## src/rtl/gpio_bridge_pkg.sv

```systemverilog
// Shared types and default constants for the GPIO pin-to-LED debounce bridge.
package gpio_bridge_pkg;

    typedef enum logic {
        MODE_FOLLOW = 1'b0,
        MODE_TOGGLE = 1'b1
    } mode_e;

    localparam int unsigned DEF_CHANNELS        = 3;
    localparam int unsigned DEF_DEBOUNCE_CYCLES = 16;
    localparam int unsigned DEF_SAMPLE_DIV      = 1000;

endpackage

```

## src/rtl/gpio_debounce_ch.sv

```systemverilog
// One GPIO channel: 2-flop synchroniser, tick-gated counter debouncer,
// registered one-cycle edge pulses and a follow/toggle LED output.
module gpio_debounce_ch
    import gpio_bridge_pkg::*;
#(
    parameter int unsigned DEBOUNCE_CYCLES = DEF_DEBOUNCE_CYCLES,
    parameter int unsigned CNT_W           = $clog2(DEBOUNCE_CYCLES + 1)
) (
    input  logic clk,
    input  logic rst_n,
    input  logic tick,
    input  logic in_pin,
    input  logic mode,
    output logic out_led,
    output logic rise_pulse,
    output logic fall_pulse
);

    localparam logic [CNT_W-1:0] CntMax = CNT_W'(DEBOUNCE_CYCLES - 1);

    logic             sync1_q;
    logic             sync2_q;
    logic             stable_q, stable_d;
    logic [CNT_W-1:0] cnt_q, cnt_d;
    logic             out_q, out_d;
    logic             rise_q, rise_d;
    logic             fall_q, fall_d;
    logic             accept;
    mode_e            mode_sel;

    assign mode_sel = mode_e'(mode);

    always_ff @(posedge clk or negedge rst_n) begin
        if (!rst_n) begin
            sync1_q <= 1'b0;
            sync2_q <= 1'b0;
        end else begin
            sync1_q <= in_pin;
            sync2_q <= sync1_q;
        end
    end

    always_comb begin
        cnt_d    = cnt_q;
        stable_d = stable_q;
        accept   = 1'b0;
        if (tick) begin
            if (sync2_q == stable_q) begin
                // Any sample matching the current level aborts a pending change.
                cnt_d = '0;
            end else if (cnt_q == CntMax) begin
                stable_d = sync2_q;
                cnt_d    = '0;
                accept   = 1'b1;
            end else begin
                cnt_d = cnt_q + 1'b1;
            end
        end
    end

    always_comb begin
        rise_d = accept & stable_d;
        fall_d = accept & ~stable_d;
        out_d  = out_q;
        unique case (mode_sel)
            MODE_FOLLOW: out_d = stable_d;
            MODE_TOGGLE: out_d = out_q ^ rise_d;
            default:     out_d = out_q;
        endcase
    end

    always_ff @(posedge clk or negedge rst_n) begin
        if (!rst_n) begin
            stable_q <= 1'b0;
            cnt_q    <= '0;
            out_q    <= 1'b0;
            rise_q   <= 1'b0;
            fall_q   <= 1'b0;
        end else begin
            stable_q <= stable_d;
            cnt_q    <= cnt_d;
            out_q    <= out_d;
            rise_q   <= rise_d;
            fall_q   <= fall_d;
        end
    end

    assign out_led    = out_q;
    assign rise_pulse = rise_q;
    assign fall_pulse = fall_q;

endmodule

```

## src/rtl/gpio_debounce_bridge.sv

```systemverilog
// CHANNELS-wide GPIO pin-to-LED bridge with per-channel debounce, edge pulses and modes.
// Optional feature macro: GPIO_SAMPLE_DIV_EN (shared sample-tick prescaler of SAMPLE_DIV clocks).
module gpio_debounce_bridge
    import gpio_bridge_pkg::*;
#(
    parameter int unsigned CHANNELS        = DEF_CHANNELS,
    parameter int unsigned DEBOUNCE_CYCLES = DEF_DEBOUNCE_CYCLES,
    parameter int unsigned CNT_W           = $clog2(DEBOUNCE_CYCLES + 1),
    parameter int unsigned SAMPLE_DIV      = DEF_SAMPLE_DIV
) (
    input  logic                clk,
    input  logic                rst_n,
    input  logic [CHANNELS-1:0] in_pins,
    input  logic [CHANNELS-1:0] mode,
    output logic [CHANNELS-1:0] out_leds,
    output logic [CHANNELS-1:0] rise_pulse,
    output logic [CHANNELS-1:0] fall_pulse
);

    if (CHANNELS < 1) begin : g_bad_channels
        $error("CHANNELS must be >= 1");
    end
    if (DEBOUNCE_CYCLES < 1) begin : g_bad_debounce
        $error("DEBOUNCE_CYCLES must be >= 1");
    end
    if (SAMPLE_DIV < 1) begin : g_bad_div
        $error("SAMPLE_DIV must be >= 1");
    end

    logic tick;

`ifdef GPIO_SAMPLE_DIV_EN
    localparam int unsigned PRESC_W = (SAMPLE_DIV > 1) ? $clog2(SAMPLE_DIV) : 1;

    logic [PRESC_W-1:0] presc_q, presc_d;

    assign tick = (presc_q == PRESC_W'(SAMPLE_DIV - 1));

    always_comb begin
        presc_d = presc_q + 1'b1;
        if (tick) begin
            presc_d = '0;
        end
    end

    always_ff @(posedge clk or negedge rst_n) begin
        if (!rst_n) begin
            presc_q <= '0;
        end else begin
            presc_q <= presc_d;
        end
    end
`else
    assign tick = 1'b1;
`endif

    for (genvar i = 0; i < CHANNELS; i++) begin : g_ch
        gpio_debounce_ch #(
            .DEBOUNCE_CYCLES(DEBOUNCE_CYCLES),
            .CNT_W          (CNT_W)
        ) u_ch (
            .clk       (clk),
            .rst_n     (rst_n),
            .tick      (tick),
            .in_pin    (in_pins[i]),
            .mode      (mode[i]),
            .out_led   (out_leds[i]),
            .rise_pulse(rise_pulse[i]),
            .fall_pulse(fall_pulse[i])
        );
    end

endmodule

```

## config.mk

```make
export PLATFORM = sky130hd
export DESIGN_NAME = gpio_debounce_bridge
export DESIGN_NICKNAME = d
export VERILOG_FILES = /design/src/rtl/gpio_bridge_pkg.sv /design/src/rtl/gpio_debounce_ch.sv /design/src/rtl/gpio_debounce_bridge.sv
export SDC_FILE = /design/constraint.sdc
export NUM_CORES = 1
export LEC_CHECK = 0
export BUFFER_PORTS_ARGS = -buffer_cell sky130_fd_sc_hd__buf_4
export CAP_MARGIN = 30
export CORE_ASPECT_RATIO = 0.9
export CORE_MARGIN = 1
export CORE_UTILIZATION = 56
export CTS_CLUSTER_SIZE = 8
export DETAILED_ROUTE_END_ITERATION = 6
export GPL_ROUTABILITY_DRIVEN = 0
export HOLD_SLACK_MARGIN = 0.05
export PLACE_DENSITY_LB_ADDON = 0.25
export SLEW_MARGIN = 40
export SYNTH_ARGS = -nofsm -noshare
export SYNTH_HDL_FRONTEND = slang
export SYNTH_HIERARCHICAL = 1
export SYNTH_SLANG_ARGS = --single-unit
```

## constraint.sdc

```tcl
create_clock -name clk -period 1.9 [get_ports clk]
set_input_delay 0.095 -clock clk [delete_from_list [all_inputs] [get_ports clk]]
set_output_delay 0.095 -clock clk [all_outputs]
set_load 0.005 [all_outputs]
```

==> impl_metrics.py <==
metrics = {
    "setup_path": {
        "r2r-start": "g_ch[1].u_ch/cnt_q[0]$_DFFE_PN0P_",
        "slowest_stage": "dfrtp_1",
        "worstPathRequired_ns": 2.13,
        "cpPeakStageDelay_ns": 0.42,
        "ff2ff_setup_slack_ns": 0.46,
        "cp_data_arrival_time_ns": 1.66,
        "start_kind": "register",
        "path_delay_family": "simple AND/OR/NAND/NOR gates",
        "r2r_end": "g_ch[1].u_ch/stable_q$_DFF_PN0_",
        "r2r_cells": 4,
        "crit_chain": "ha_1, and4b_1, and3_1, a21o_2",
        "cp_max_fo": 5,
        "critPathCaptureType": "register",
        "path_class": "register to register",
        "worst-path-buf-inv": 0,
    },
    "place": {
        "portBuffers": 16,
        "numPlacedInstances": 182,
        "hpwl_um": 1850,
        "dp_slack_ns": 0.486,
    },
    "clock_network": {
        "clockRootBuffer": "clkbuf_4",
        "clkLatencyLatePin_ns": 0.33,
        "clock_path_buffers": 2,
        "htreeDepth": 2,
        "clock-sinks": 33,
        "cts_tree": "yes",
        "cts_setup_buffers": 0,
        "clk_pin_slew_ns": 0.09,
        "cts_made_buffers": 5,
    },
    "floorplan": {
        "die_height_um": 51.4,
        "die_w_um": 56.9,
        "core_mm2": 0.00251,
        "dieArea_mm2": 0.00292,
        "rows": 17,
        "initial_utilization_pct": 60.4,
        "io_pins": 17,
    },
    "global_route": {
        "grtUsageTotal_pct": 22.5,
        "grt.overflow.total": 0,
        "grt_pass1_wl_um": 4750,
        "antenna_found_initial": 0,
        "grt_pass1_vias": 1154,
        "grt_max_degree": 34,
    },
    "timing": {
        "max_freq_mhz": 696,
        "fin_crit_ns": 1.44,
        "drv_slew": 0,
        "fin_skew_ns": 0.00689,
        "post-route-period-util_pct": 75.6,
        "setup_violations": 0,
        "finalWorstSetupSlack_ns": 0.464,
        "hold_viol": 0,
        "rsz0062_at_grt": "no",
        "tns_ns": 0,
    },
    "synthesis": {
        "synth.distinct_cells": 23,
        "syn_area_mm2": 0.00152,
        "synthCells": 136,
        "avgSynthCellArea_um2": 11.2,
        "seq_area_frac_synth_pct": 54.5,
        "ys_warn_count": 6,
        "ys_ff_latch": 33,
    },
    "worst_hold_path": {
        "hold_path.class": "input pin to register",
        "holdPathEnd": "g_ch[2].u_ch/out_led$_DFF_PN0_",
        "hold_depth": 3,
        "min_from": "mode[2]",
    },
    "finish": {
        "final_util_pct": 70.2,
        "fin_cells": 193,
        "n_antenna_cell": 0,
        "area_growth_pct": 16.3,
        "drive_gt1_share_pct": 20.6,
        "fin_nets": 176,
    },
    "route": {
        "drt_pass1_iterations": 6,
        "drc": 2,
        "first_iter_violations": 34,
        "routed_wl_um": 2590,
        "wl_per_cell_um": 13.4,
        "final_antenna_net_count": 0,
        "via_count": 1092,
        "viasPerCell": 5.66,
    },
    "pwr": {
        "peakVddDrop_v": 0.000676,
        "power_leakage_nw": 0.870,
        "power_density_mw_per_mm2": 706,
    },
    "outcome": {
        "status": "finished, violations left",
        "violations": "DRC",
    },
    "flow_run": {
        "drv_cap": 0,
    },
}
==> layout make-up <==
cell class / count / area, um2
timing repair buffer: 20 / 160
inverter: 9 / 33.8
tap: 28 / 35.0
clock buffer: 7 / 55.1
multi-input combinational: 96 / 653
fill: 197 / 747
sequential: 33 / 826
==> cell families (layout without fill, tap and decap cells) <==
logic type	count (synthesis)	after routing	share of synthesized area, %
AO/OA/AOI/OAI	27	27	11.9
XOR/XNOR	3	3	3.22
adder cells (fa/ha/maj)	3	3	2.48
buffers and inverters	12	36	3.71
flip-flops	33	33	54.5
multiplexers	6	6	3.96
other	1	6	0.247
AND/OR/NAND/NOR	51	51	20.1
==> layout by cell type (no fill, tap or decap), types with 4 or more instances in the layout <==
| cell type | netlist | routed |
|---|---|---|
| clkbuf_4 | 3 | 5 |
| nand3_1 | 12 | 12 |
| inv_1 | 9 | 9 |
| dlygate4sd3_1 | 0 | 4 |
| nand2_1 | 15 | 15 |
| conb_1 | 1 | 6 |
| o21ai_0 | 6 | 6 |
| a21oi_1 | 6 | 6 |
| dfrtp_1 | 33 | 33 |
| a21boi_0 | 6 | 6 |
| buf_4 | 0 | 16 |
| mux2i_1 | 6 | 6 |
==> report_power, final <==
group | internal (mW) | total, mW | switching [mW]
Clock | 0.174 | 0.381 | 0.207
Sequential | 0.730 | 0.758 | 0.0280
Combinational | 0.0463 | 0.106 | 0.0596
Total | 0.950 | 1.24 | 0.294
==> per-stage QoR <==
| stage | hold WS (ns) | cell area [um2] | power, mW |
|---|---|---|---|
| 2_1_floorplan | -0.201 | 1540 | 0.830 |
| 3_3_place_gp | 0.0522 | 1670 | 0.861 |
| 3_5_place_dp | 0.0571 | 1670 | 0.869 |
| 4_1_cts | 0.0695 | 1760 | 1.27 |
| 5_1_grt | 0.114 | 1760 | 1.31 |
| 6_report | 0.0881 | 1760 | 1.24 |
==> cell usage after synthesis (all sizes together) <==
library cell	number	area [um2]
a21o	6	48.8
xor2	3	48.8
a21oi	6	30.0
nand4	3	18.8
clkbuf	3	22.5
nand4b	3	26.3
and4b	3	30.0
mux2i	6	60.1
o21ai	6	30.0
o221ai	3	26.3
nand3	15	90.1
inv	9	33.8
dfrtp	33	826
a21boi	6	45.0
nand2	15	56.3
and3	3	18.8
conb	1	3.75
and2	3	18.8
nor3	6	45.0
ha	3	37.5
==> per-layer routing <==
layer	routed length [um]	global-route usage, %	up-vias
met2	1250	36.1	28
met4	80	15.0	0
met1	1150	26.8	516
li1	-	-	537
met5	0	0	-
met3	112	6.33	11
==> worst register-to-register path: cells and delay by family, from the launching register on <==
kind / cells / cell delay (ns)
and+or+nand+nor: 2 / 0.46
DFF: 1 / 0.42
adders and majority gates: 1 / 0.27
AOI/OAI and AO/OA: 1 / 0.19
==> sequential cells by signal, indices dropped and copies added (netlist names) <==
signal	count
g_ch.u_ch/cnt_q	15
g_ch.u_ch/fall_pulse	3
g_ch.u_ch/out_led	3
g_ch.u_ch/rise_pulse	3
g_ch.u_ch/stable_q	3
g_ch.u_ch/sync1_q	3
g_ch.u_ch/sync2_q	3
==> how the worst max path moves through the flow <==
stage / depth (start not counted) / from / endpoint
floorplan: 4 / g_ch[0].u_ch/cnt_q[0]$_DFFE_PN0P_ / g_ch[0].u_ch/stable_q$_DFF_PN0_
global placement: 4 / g_ch[1].u_ch/cnt_q[0]$_DFFE_PN0P_ / g_ch[1].u_ch/stable_q$_DFF_PN0_
detailed placement: 5 / g_ch[1].u_ch/cnt_q[0]$_DFFE_PN0P_ / g_ch[1].u_ch/out_led$_DFF_PN0_
CTS: 5 / g_ch[1].u_ch/cnt_q[0]$_DFFE_PN0P_ / g_ch[1].u_ch/out_led$_DFF_PN0_
global route: 5 / g_ch[0].u_ch/cnt_q[0]$_DFFE_PN0P_ / g_ch[0].u_ch/out_led$_DFF_PN0_
finish: 4 / g_ch[1].u_ch/cnt_q[0]$_DFFE_PN0P_ / g_ch[1].u_ch/stable_q$_DFF_PN0_
==> what timing repair did <==
item,4_1_cts,5_1_grt
hold endpoints to repair,36,0
gates resized for setup,0,0
hold buffers,4,0
No activity file was read; power rests on OpenSTA's default activity.
